==> src/rtl/fetch_queue.sv <==
// fetch_queue: instruction prefetch queue with a single-outstanding-request
// memory front end and redirect (flush) support.
//
// Ports
//   clk_i          clock, rising edge
//   rst_i          asynchronous active-low reset
//   start_i        fetch enable; gates new memory requests only
//   redirect_i     flush the queue and restart fetching at redirect_pc_i
//   redirect_pc_i  new fetch address (bits [1:0] ignored)
//   mem_req_o      instruction-memory read request (held until mem_ack_i)
//   mem_addr_o     word-aligned request address (stable while mem_req_o=1)
//   mem_ack_i      memory returns mem_data_i this cycle
//   mem_data_i     returned instruction word
//   inst_valid_o   queue head holds an instruction
//   inst_o         queue-head instruction
//   inst_pc_o      address of inst_o
//   inst_ready_i   consumer accepts the head this cycle
//   count_o        number of occupied queue entries
module fetch_queue #(
  parameter int unsigned DEPTH    = 4,
  parameter logic [31:0] RESET_PC = 32'h0000_0000
) (
  input  logic        clk_i,
  input  logic        rst_i,
  input  logic        start_i,
  input  logic        redirect_i,
  input  logic [31:0] redirect_pc_i,
  output logic        mem_req_o,
  output logic [31:0] mem_addr_o,
  input  logic        mem_ack_i,
  input  logic [31:0] mem_data_i,
  output logic        inst_valid_o,
  output logic [31:0] inst_o,
  output logic [31:0] inst_pc_o,
  input  logic        inst_ready_i,
  output logic [2:0]  count_o
);

  localparam int unsigned CNT_W   = 3;
  localparam int unsigned XLEN    = 32;
  localparam logic [XLEN-1:0] PC_MASK = 32'hFFFF_FFFC;
  localparam logic [XLEN-1:0] PC_INC  = 32'd4;

  typedef enum logic [1:0] {
    IDLE = 2'd0,
    REQ  = 2'd1,
    DROP = 2'd2
  } state_t;

  typedef struct packed {
    logic [XLEN-1:0] inst;
    logic [XLEN-1:0] pc;
  } entry_t;

  state_t          state_q, state_d;
  logic [XLEN-1:0] fetch_pc_q, fetch_pc_d;
  logic [XLEN-1:0] mem_addr_d;
  logic [CNT_W-1:0] count_q, count_d, count_pop;
  entry_t          q_q [DEPTH];
  entry_t          q_d [DEPTH];
  logic            pop, push, can_issue, issue;

  // Head of the shift-register queue is entry 0, so the outputs come
  // straight from flops with no path from mem_data_i.
  assign inst_o    = q_q[0].inst;
  assign inst_pc_o = q_q[0].pc;
  assign count_o   = count_q;

  // Next-state, fetch-pc, queue and request-address logic.
  always_comb begin
    state_d    = state_q;
    fetch_pc_d = fetch_pc_q;
    mem_addr_d = mem_addr_o;
    q_d        = q_q;
    issue      = 1'b0;

    // A redirect kills both the pop and the push of its cycle.
    pop       = inst_valid_o && inst_ready_i && !redirect_i;
    push      = (state_q == REQ) && mem_ack_i && !redirect_i;
    count_pop = count_q - CNT_W'(pop);
    count_d   = redirect_i ? '0 : count_pop + CNT_W'(push);

    if (redirect_i) begin
      fetch_pc_d = redirect_pc_i & PC_MASK;
    end else if (push) begin
      fetch_pc_d = fetch_pc_q + PC_INC;
    end

    // Slot for the returning word is reserved at issue time.
    can_issue = start_i && (count_d < CNT_W'(DEPTH));

    case (state_q)
      IDLE: begin
        // A redirect seen in IDLE only moves fetch_pc; issue resumes next cycle.
        if (!redirect_i && can_issue) begin
          issue   = 1'b1;
          state_d = REQ;
        end
      end
      REQ: begin
        if (mem_ack_i) begin
          issue   = can_issue;
          state_d = can_issue ? REQ : IDLE;
        end else if (redirect_i) begin
          state_d = DROP;
        end
      end
      DROP: begin
        if (mem_ack_i) begin
          issue   = can_issue;
          state_d = can_issue ? REQ : IDLE;
        end
      end
      default: state_d = IDLE;
    endcase

    if (issue) begin
      mem_addr_d = fetch_pc_d;
    end

    if (pop) begin
      for (int unsigned i = 0; i + 1 < DEPTH; i++) begin
        q_d[i] = q_q[i+1];
      end
    end

    if (push) begin
      for (int unsigned i = 0; i < DEPTH; i++) begin
        if (count_pop == CNT_W'(i)) begin
          q_d[i] = '{inst: mem_data_i, pc: mem_addr_o};
        end
      end
    end
  end

  // State and datapath registers.
  always_ff @(posedge clk_i or negedge rst_i) begin
    if (!rst_i) begin
      state_q      <= IDLE;
      fetch_pc_q   <= RESET_PC;
      mem_addr_o   <= '0;
      mem_req_o    <= 1'b0;
      count_q      <= '0;
      inst_valid_o <= 1'b0;
      for (int unsigned i = 0; i < DEPTH; i++) begin
        q_q[i] <= '0;
      end
    end else begin
      state_q      <= state_d;
      fetch_pc_q   <= fetch_pc_d;
      mem_addr_o   <= mem_addr_d;
      mem_req_o    <= (state_d != IDLE);
      count_q      <= count_d;
      inst_valid_o <= (count_d != '0);
      for (int unsigned i = 0; i < DEPTH; i++) begin
        q_q[i] <= q_d[i];
      end
    end
  end

endmodule
==> config.mk <==
export PLATFORM = sky130hd
export DESIGN_NAME = fetch_queue
export DESIGN_NICKNAME = d
export VERILOG_FILES = /design/src/rtl/fetch_queue.sv
export SDC_FILE = /design/constraint.sdc
export NUM_CORES = 1
export LEC_CHECK = 0
export ABC_AREA = 1
export BUFFER_PORTS_ARGS = -buffer_cell sky130_fd_sc_hd__buf_2
export CORE_ASPECT_RATIO = 0.8
export CORE_MARGIN = 1.5
export CORE_UTILIZATION = 54
export CTS_CLUSTER_DIAMETER = 120
export CTS_CLUSTER_SIZE = 40
export DETAILED_ROUTE_END_ITERATION = 12
export PLACE_DENSITY_LB_ADDON = 0.05
export SLEW_MARGIN = 15
export SYNTH_ARGS = -nofsm -noshare
export SYNTH_HDL_FRONTEND = slang
export SYNTH_SLANG_ARGS = --single-unit
==> constraint.sdc <==
create_clock -name clk_i -period 2.3 [get_ports clk_i]
set_input_delay 0.115 -clock clk_i [delete_from_list [all_inputs] [get_ports clk_i]]
set_output_delay 0.115 -clock clk_i [all_outputs]
set_load 0.05 [all_outputs]
---- Yosys cells after proc, flatten, opt, wreduce, memory -nomap -nowiden ----
Index checks and enable logic that the tools add are counted.
word-level totals
  bits of input ports ..................... 70
  word-level logic and storage cells ...... 54
  output and inout bits ................... 101
  register bits ........................... 327
cells by class
  eq/ne operators ......................... 5
  muxes and demuxes ....................... 18
  add/sub/neg operators ................... 3
  order comparisons ....................... 1
  reduce and logical (&&, ||, !) cells .... 13
operators by type and width
  kind                                                                    number
  256-bit 2-to-1 mux                                                      1
  64-bit 2-to-1 mux                                                       4
  192-bit 2-to-1 mux                                                      1
  32-bit 2-to-1 mux                                                       2
  32-bit by 3-bit adder with 32-bit output (second input constant)        1
  2-bit 2-to-1 mux                                                        4
  3-bit by 2-bit equality test with 1-bit output (second input constant)  2
  1-bit logical AND                                                       6
  2-bit one-hot mux with 3 select lines                                   1
  3-bit by 1-bit adder with 3-bit output                                  1
  3-bit by 1-bit equality test with 1-bit output (second input constant)  1
  3-bit logical NOT                                                       1
  3-bit less-than comparator (second input constant)                      1
  1-bit 2-to-1 mux                                                        3
  3-bit 2-to-1 mux                                                        1
  3-bit nonzero test                                                      1
  3-bit by 1-bit subtractor with 3-bit output                             1
  2-bit by 1-bit equality test with 1-bit output (second input constant)  1
  2-bit equality test (second input constant)                             1
  2-bit logical NOT                                                       1
  1-bit one-hot mux with 2 select lines                                   1
  2-bit AND reduction                                                     1
  2-bit nonzero test                                                      1
  2-bit OR reduction                                                      1
  1-bit logical NOT                                                       1

---- Depth between registers and ports, before layout ----
Gate-level depths: netlist of run 1.
  depth in word-level cells ............... 11
  gate-level depth with buffers ........... 17
  gate-level depth less buffers ........... 15

---- Worst setup path before layout of run 1 ----
No wires, ideal clock.
  kind .................................... reg-to-reg
  start point ............................. register inst_valid_o
  end point ............................... register mem_addr_o[10]
  arrival ................................. 2603 ps
  period minus slack after synthesis ...... 2669 ps
  library setup time ...................... 66 ps
  stages on the path, launching flop included .. 15
  path slack .............................. -369 ps
  cells stage by stage .................... dfrtp_1 nand3_2 clkbuf_1 nor2_1 ha_1 inv_1 ha_1 nand3_1 nand3_1 nand4_1 nand2_1 nand2_1 clkbuf_1 nand2_1 nand2_1
on the way
  longest elaborated chain between the ends .. 10
  elaborated cells between the ends (all ways) .. 11
  classes of those cells .................. add/sub: 2; order compare: 1; mux: 4; reduce/logical: 4
ends and longest elaborated chain
  item                                             line  RTL
  from (decl)                                      32    output logic inst_valid_o,
  from (signal assigned)                           154   inst_valid_o <= (count_d != '0);
  1-bit logical AND (*) (2 in a row)               78    pop = inst_valid_o && inst_ready_i && !redirect_i;
  3-bit by 1-bit subtractor with 3-bit output (*)  80    count_pop = count_q - CNT_W'(pop);
  3-bit by 1-bit adder with 3-bit output (*)       81    count_d = redirect_i ? '0 : count_pop + CNT_W'(push);
  3-bit 2-to-1 mux (*)                             81
  3-bit less-than comparator (*)                   90    can_issue = start_i && (count_d < CNT_W'(DEPTH));
  1-bit logical AND (*)                            90
  1-bit logical AND                                95    if (!redirect_i && can_issue) begin
  1-bit 2-to-1 mux                                 95
  1-bit one-hot mux with 2 select lines (*)        92    case (state_q)
  to (signal assigned)                             151   mem_addr_o <= mem_addr_d;
  to (decl)                                        29    output logic [31:0] mem_addr_o,
Every way passes the cells marked *; elsewhere a longest branch is shown, timed or not.
A chain may end at the register's enable or synchronous reset.

---- Final worst setup path of run 1 ----
  start point ............................. register inst_valid_o
  end point ............................... register mem_addr_o[19]
The elaborated chain is that of the path after synthesis.

==> results of run 1 <==
## cell usage after synthesis (all sizes together)
library cell	count	area, sq um
a21o	1	7.51
nand3	54	275
dfrtp	327	8180
or2	5	31.3
o21ai	9	45.0
a21oi	6	30.0
buf	118	801
nor2	235	895
clkbuf	92	345
inv	54	203
xor2	3	33.8
ha	8	100
a211o	1	8.76
nand2	427	1610
o21bai	2	15.0
a31oi	193	1210
xnor2	1	8.76
nor3	4	31.3
mux2	64	946
nand4	200	1250
## power by group
| group | total [W] | internal, W | leakage (nW) | switching (W) |
|---|---|---|---|---|
| Clock | 0.00285 | 0.00106 | 0.176 | 0.00179 |
| Sequential | 0.00937 | 0.00774 | 4.24 | 0.00164 |
| Combinational | 0.00936 | 0.00285 | 4.53 | 0.00651 |
## path summary, 6_finish.rpt
check	slack, ns	cells after the start	end	startpoint
min in group asynchronous	0.18	2	mem_req_o	rst_i
max	-0.02	14	mem_addr_o[19]	inst_valid_o
min	0.01	3	fetch_pc_q[2]	redirect_pc_i[2]
max reg2reg	-0.02	14	mem_addr_o[19]	inst_valid_o
max in group asynchronous	1.34	4	q_q[106]	rst_i
min reg2reg	0.50	2	fetch_pc_q[1]	fetch_pc_q[1]
## what timing repair did
| item | 4_1_cts | 5_1_grt |
|---|---|---|
| hold buffers | 62 | 0 |
| setup buffers | 7 | 3 |
| resized for setup | 6 | 48 |
| cloned | 2 | 4 |
| pin swaps | 5 | 16 |
| endpoints found under the setup margin | 28 | 61 |
| hold endpoints to repair | 250 | 0 |
## logic make-up after synthesis
family                     Yosys count
xor gates and xnor gates             4
buffers and inverters              264
and+or+nand+nor                    925
AOI/OAI and AO/OA                  212
DFF                                327
muxes                               64
adders and majority gates            8
## worst min-delay path, cell delays in order
cell and delay [ns]:
buf_2 0.11, a21oi_1 0.13, o21ai_0 0.12
## metal layers
metal	up-vias	GRT usage	routed length, um
met5	-	0	0
met4	0	0.0306	399
met3	20	0.0225	2260
met2	454	0.421	19400
met1	6674	0.408	20100
li1	6310	-	-
## flip-flops by register name, summed over array words and instances, names as in the netlist
name          cells
q_q             192
fetch_pc_q       32
inst_o           32
inst_pc_o        32
mem_addr_o       32
count_o           3
state_q           2
inst_valid_o      1
mem_req_o         1
## through the flow
step / setup TNS (ns) / utilization / cell area [sq um]
after floorplan: -2.56 / - / 16100
after global placement: 0 / 0.574 / 16800
after detailed placement: 0 / 0.574 / 16800
after CTS: 0 / 0.613 / 18000
after global routing: -3.25 / 0.622 / 18200
final: -0.143 / 0.622 / 18200
## cell type report
| class | instances | area, sq um |
|---|---|---|
| Clock buffer | 13 | 325 |
| Clock inverter | 2 | 38.8 |
| Fill cell | 2495 | 11100 |
| Inverter | 54 | 208 |
| Multi-Input combinational cell | 1213 | 6730 |
| Sequential cell | 327 | 8190 |
| Tap cell | 377 | 472 |
| Timing Repair Buffer | 283 | 2250 |
==> out/metrics.yaml, run 1 <==
grt_use_total: 0.265
synthesis.area_sq_um: 16000
dpl.hpwl_um: 23500
status: "complete, but fails checks"
clock_latency_ns: 0.51
synth_nets: 1882
grt_max_degree: 222
leakage_nw: 8.94
final-hold-violation-count: 0
rsz0062_at_grt: "true"
cts_root_buf: "clkbuf_16"
cts_sinks: 327
avgSynthCellArea_sq_um: 8.89
fp-row-count: 56
layout.cells.non_filler: 2269
pin_count: 171
slowest_stage: "dfrtp_4"
grt_pass1_wl_um: 66300
numCtsBuffers: 12
syn2layout_area_growth_pct: 13.6
initial_utilization: 0.547
overflow: 0
path_max_fanout: 8
first_pass_iters: 7
nets: 1969
ant_nets: 0
path_cells: "nand3_4, xor2_4, inv_2, ha_4, ha_4, inv_2, nand2_2, nand3_2, nand4_1, nand2_1, nand2_4, clkbuf_16, nand2_1, nand2_1"
synth_mux_area_frac: 0.0590
finalPower_w: 0.0216
skew_ns: 0.0337
totalWireLength_um: 42200
drv_cap: 0
violations: "setup timing"
antenna_cells: 0
yosys_warnings: 0
tightest_slew_ns: 1.18
initialDrtViolationCount: 1256
vias: 13500
layout-drive-gt1-share: 0.193
grt_pass1_vias: 12100
die_area_sq_um: 30700
wl_per_cell_um: 18.6
post-route-period-util: 1.01
path_clk_slew_ns: 0.14
ir_worst_vdd_uv: 1010
htree_levels: 1
routabilityCongestion: 0.860
mostFrequentLayoutCells: "nand2_1, dfrtp_1, nor2_1, nand4_1, a31oi_1"
min_period_ns: 2.32
path_buf_inv: 3
critPathKind: "reg -> reg"
startpoint_type: "flip-flop"
pre_cts_ws_ns: 0.0117
end_kind: "flip-flop"
cts_tree: "yes"
fmax_mhz: 430
io_buffers: 168
cpLargestDelayFamily: "simple AND/OR/NAND/NOR gates"
netlist_instances: 1804
antenna_found_initial: 0
cpPeakStageDelay_ns: 0.51
hold_path.class: "in -> reg"
viasPerCell: 5.93
synth_fa_ha_area_frac: 0.00624
slew_headroom: 0.211
synth_cell_types: 34
synth-compound-area-share: 0.0820
critPathArrivalTime_ns: 2.74
place_inst: 2176
core_sq_um: 29300
whs_ns: 0.0133
layout_commonest_cell: "nand2_1"
worst_slack_ns: -0.0239
synthSimpleGateAreaFrac: 0.256
required_ns: 2.72
yosysSeqAreaShare: 0.510
synth_top_family_by_area: "simple AND/OR/NAND/NOR gates"
power_density_nw_per_um2: 1190
slew_viol_final: 0
synth-xor-area-share: 0.00265
ys_ff_latch: 327
drc_errors: 0
setup-violations-final: 15
die_h_um: 157
clockBufferDepth: 3
path_common_cell: "nand2_1"
chipWidth_um: 196
(Power assumes the default switching activity.)
==> inputs of run 2 (changes only) <==
--- a/config.mk
+++ b/config.mk
@@ -14,6 +14,7 @@
 export CTS_CLUSTER_SIZE = 40
 export DETAILED_ROUTE_END_ITERATION = 12
 export PLACE_DENSITY_LB_ADDON = 0.05
+export SETUP_SLACK_MARGIN = 0.1
 export SLEW_MARGIN = 15
 export SYNTH_ARGS = -nofsm -noshare
 export SYNTH_HDL_FRONTEND = slang
==> run 2 against run 1 <==
The flow still finishes with violations (setup timing). Combinational power up 9%. Clock power up 3%. Largest cell class unchanged. Largest power group is now combinational logic. Clock skew down 0.0063 ns. Count of clock-buffer cells in the layout up 1. Setup slack worse by 0.10 ns.
==> out/metrics.yaml, run 2 (same netlist as run 1, synthesis figures left out) <==
ir_worst_vdd_uv: 934  # was 1010 uV
routabilityCongestion: 0.931  # was 0.860
leakage_nw: 9.54  # was 8.94 nW
chipWidth_um: 196  # unchanged
antenna_cells: 0  # unchanged
startpoint_type: "flip-flop"  # unchanged
grt_pass1_vias: 12400  # was 12100
largest_register_ffs: 192  # unchanged
cpPeakStageDelay_ns: 0.52  # was 0.51 ns
slew_viol_final: 0  # unchanged
overflow: 0  # unchanged
htree_levels: 1  # unchanged
fmax_mhz: 412  # was 430 MHz
first_pass_iters: 9  # was 7
core_sq_um: 29300  # unchanged
worst_slack_ns: -0.128  # was -0.0239 ns
fp-row-count: 56  # unchanged
die_area_sq_um: 30700  # unchanged
ant_nets: 0  # unchanged
cts_sinks: 327  # unchanged
skew_ns: 0.0274  # was 0.0337 ns
path_max_fanout: 7  # was 8
initialDrtViolationCount: 1630  # was 1256
hold_path.class: "in -> reg"  # unchanged
critPathKind: "reg -> reg"  # unchanged
wl_per_cell_um: 21.6  # was 18.6 um
dpl.hpwl_um: 23800  # was 23500 um
viasPerCell: 6.17  # was 5.93
syn2layout_area_growth_pct: 28.3  # was 13.6%
violations: "setup timing"  # unchanged
final-hold-violation-count: 0  # unchanged
whs_ns: 0.0683  # was 0.0133 ns
nets: 2023  # was 1969
slowest_stage: "dfrtp_4"  # unchanged
die_h_um: 157  # unchanged
drv_cap: 0  # unchanged
cpLargestDelayFamily: "simple AND/OR/NAND/NOR gates"  # unchanged
numCtsBuffers: 12  # unchanged
slew_headroom: 0.292  # was 0.211
path_clk_slew_ns: 0.14  # about the same
cts_root_buf: "clkbuf_16"  # unchanged
antenna_found_initial: 0  # unchanged
required_ns: 2.72  # about the same
cts_tree: "yes"  # unchanged
largest_register: "q_q"  # unchanged
layout-drive-gt1-share: 0.299  # was 0.193
critPathArrivalTime_ns: 2.85  # was 2.74 ns
setup_tns_ns: -6.75  # was -0.143 ns
pin_count: 171  # unchanged
grt_max_degree: 222  # unchanged
tightest_slew_ns: 1.06  # was 1.18 ns
min_period_ns: 2.43  # was 2.32 ns
path_buf_inv: 4  # was 3
grt_pass1_wl_um: 66500  # was 66300 um
layout_commonest_cell: "nand2_1"  # unchanged
io_buffers: 168  # unchanged
mostFrequentLayoutCells: "nand2_1, dfrtp_1, nand4_1, buf_2, a31oi_1"  # was nand2_1, dfrtp_1, nor2_1, nand4_1, a31oi_1
status: "complete, but fails checks"  # unchanged
drc_errors: 0  # unchanged
post-route-period-util: 1.06  # was 1.01
clockBufferDepth: 3  # unchanged
finalPower_w: 0.0227  # was 0.0216 W
path_cells: "nand3_4, nor2_2, ha_2, or2_1, nand2_2, inv_2, nor3_4, buf_6, buf_12, nand2_8, clkbuf_16, nor2_4, a31oi_4"  # was nand3_4, xor2_4, inv_2, ha_4, ha_4, inv_2, nand2_2, nand3_2, nand4_1, nand2_1, nand2_4, clkbuf_16, nand2_1, nand2_1
initial_utilization: 0.547  # unchanged
setup-violations-final: 163  # was 15
fill_cells: 2265  # was 2495
totalWireLength_um: 50200  # was 42200 um
clock_latency_ns: 0.53  # was 0.51 ns
grt_use_total: 0.266  # was 0.265
vias: 14300  # was 13500
end_kind: "flip-flop"  # unchanged
rsz0062_at_grt: "true"  # unchanged
power_density_nw_per_um2: 1100  # was 1190 nW/um^2
-- run 2: path summary, 6_finish.rpt --
path,startpoint,to,slack (ns),cells after the start
worst max-delay path,inst_valid_o,q_q[88],-0.13,13
max in group asynchronous,rst_i,q_q[28],1.47,3
worst min register to register,fetch_pc_q[0],fetch_pc_q[0],0.50,2
min in group asynchronous,rst_i,mem_req_o,0.10,2
worst max register to register,inst_valid_o,q_q[88],-0.13,13
worst min-delay path,start_i,state_q[1],0.07,6
-- run 2: timing repair --
action                                  in CTS  in global routing
gates resized for setup                      6                351
endpoints found under the setup margin     106                262
cloned                                       1                 43
buffers inserted                             4                 13
pin swaps                                    3                 17
endpoints found under the hold margin      487                  0
hold buffers                                63                  0
-- run 2: cell type report --
| type | instances | area (sq um) | share of cell area |
|---|---|---|---|
| clock inverter | 2 | 38.8 | 0.00189 |
| inverter | 54 | 210 | 0.0102 |
| sequential | 327 | 8190 | 0.398 |
| clock buffer | 14 | 329 | 0.0160 |
| multi-input combinational | 1216 | 8010 | 0.389 |
| timing repair buffer | 334 | 3320 | 0.162 |
| tap | 377 | 472 | 0.0229 |
-- run 2: worst reg2reg max path, stage by stage, from the launching register on --
cell       delay [ns]
dfrtp_4          0.52
nand3_4          0.09
nor2_2           0.04
ha_2             0.17
or2_1            0.26
nand2_2          0.12
inv_2            0.07
nor3_4           0.25
buf_6            0.19
buf_12           0.13
nand2_8          0.12
clkbuf_16        0.23
nor2_4           0.11
a31oi_4          0.04
-- run 2: per-layer routing --
| metal | track usage | up-vias | routed length, um |
|---|---|---|---|
| met5 | 0 | - | 0 |
| met4 | 0.0716 | 0 | 1340 |
| met3 | 0.0287 | 88 | 3460 |
| met2 | 0.410 | 602 | 22800 |
| met1 | 0.399 | 7208 | 22600 |
| li1 | - | 6451 | - |
-- run 2: metrics by stage --
stage          setup WS [ns]  instances   util  area [sq um]
2_1_floorplan        -0.0295       1804      -         16100
3_3_place_gp          0.0308       2184  0.576         16900
3_5_place_dp        -0.00670       2184  0.576         16900
4_1_cts              -0.0151       2268  0.613         18000
5_1_grt               -0.192       2324  0.702         20600
6_report              -0.128       2324  0.702         20600
-- run 2: power breakdown --
group	switching (W)	internal, W	leakage [nW]
Clock	0.00187	0.00107	0.177
Combinational	0.00693	0.00326	5.13
Sequential	0.00186	0.00773	4.24
Total	0.0107	0.0121	9.54
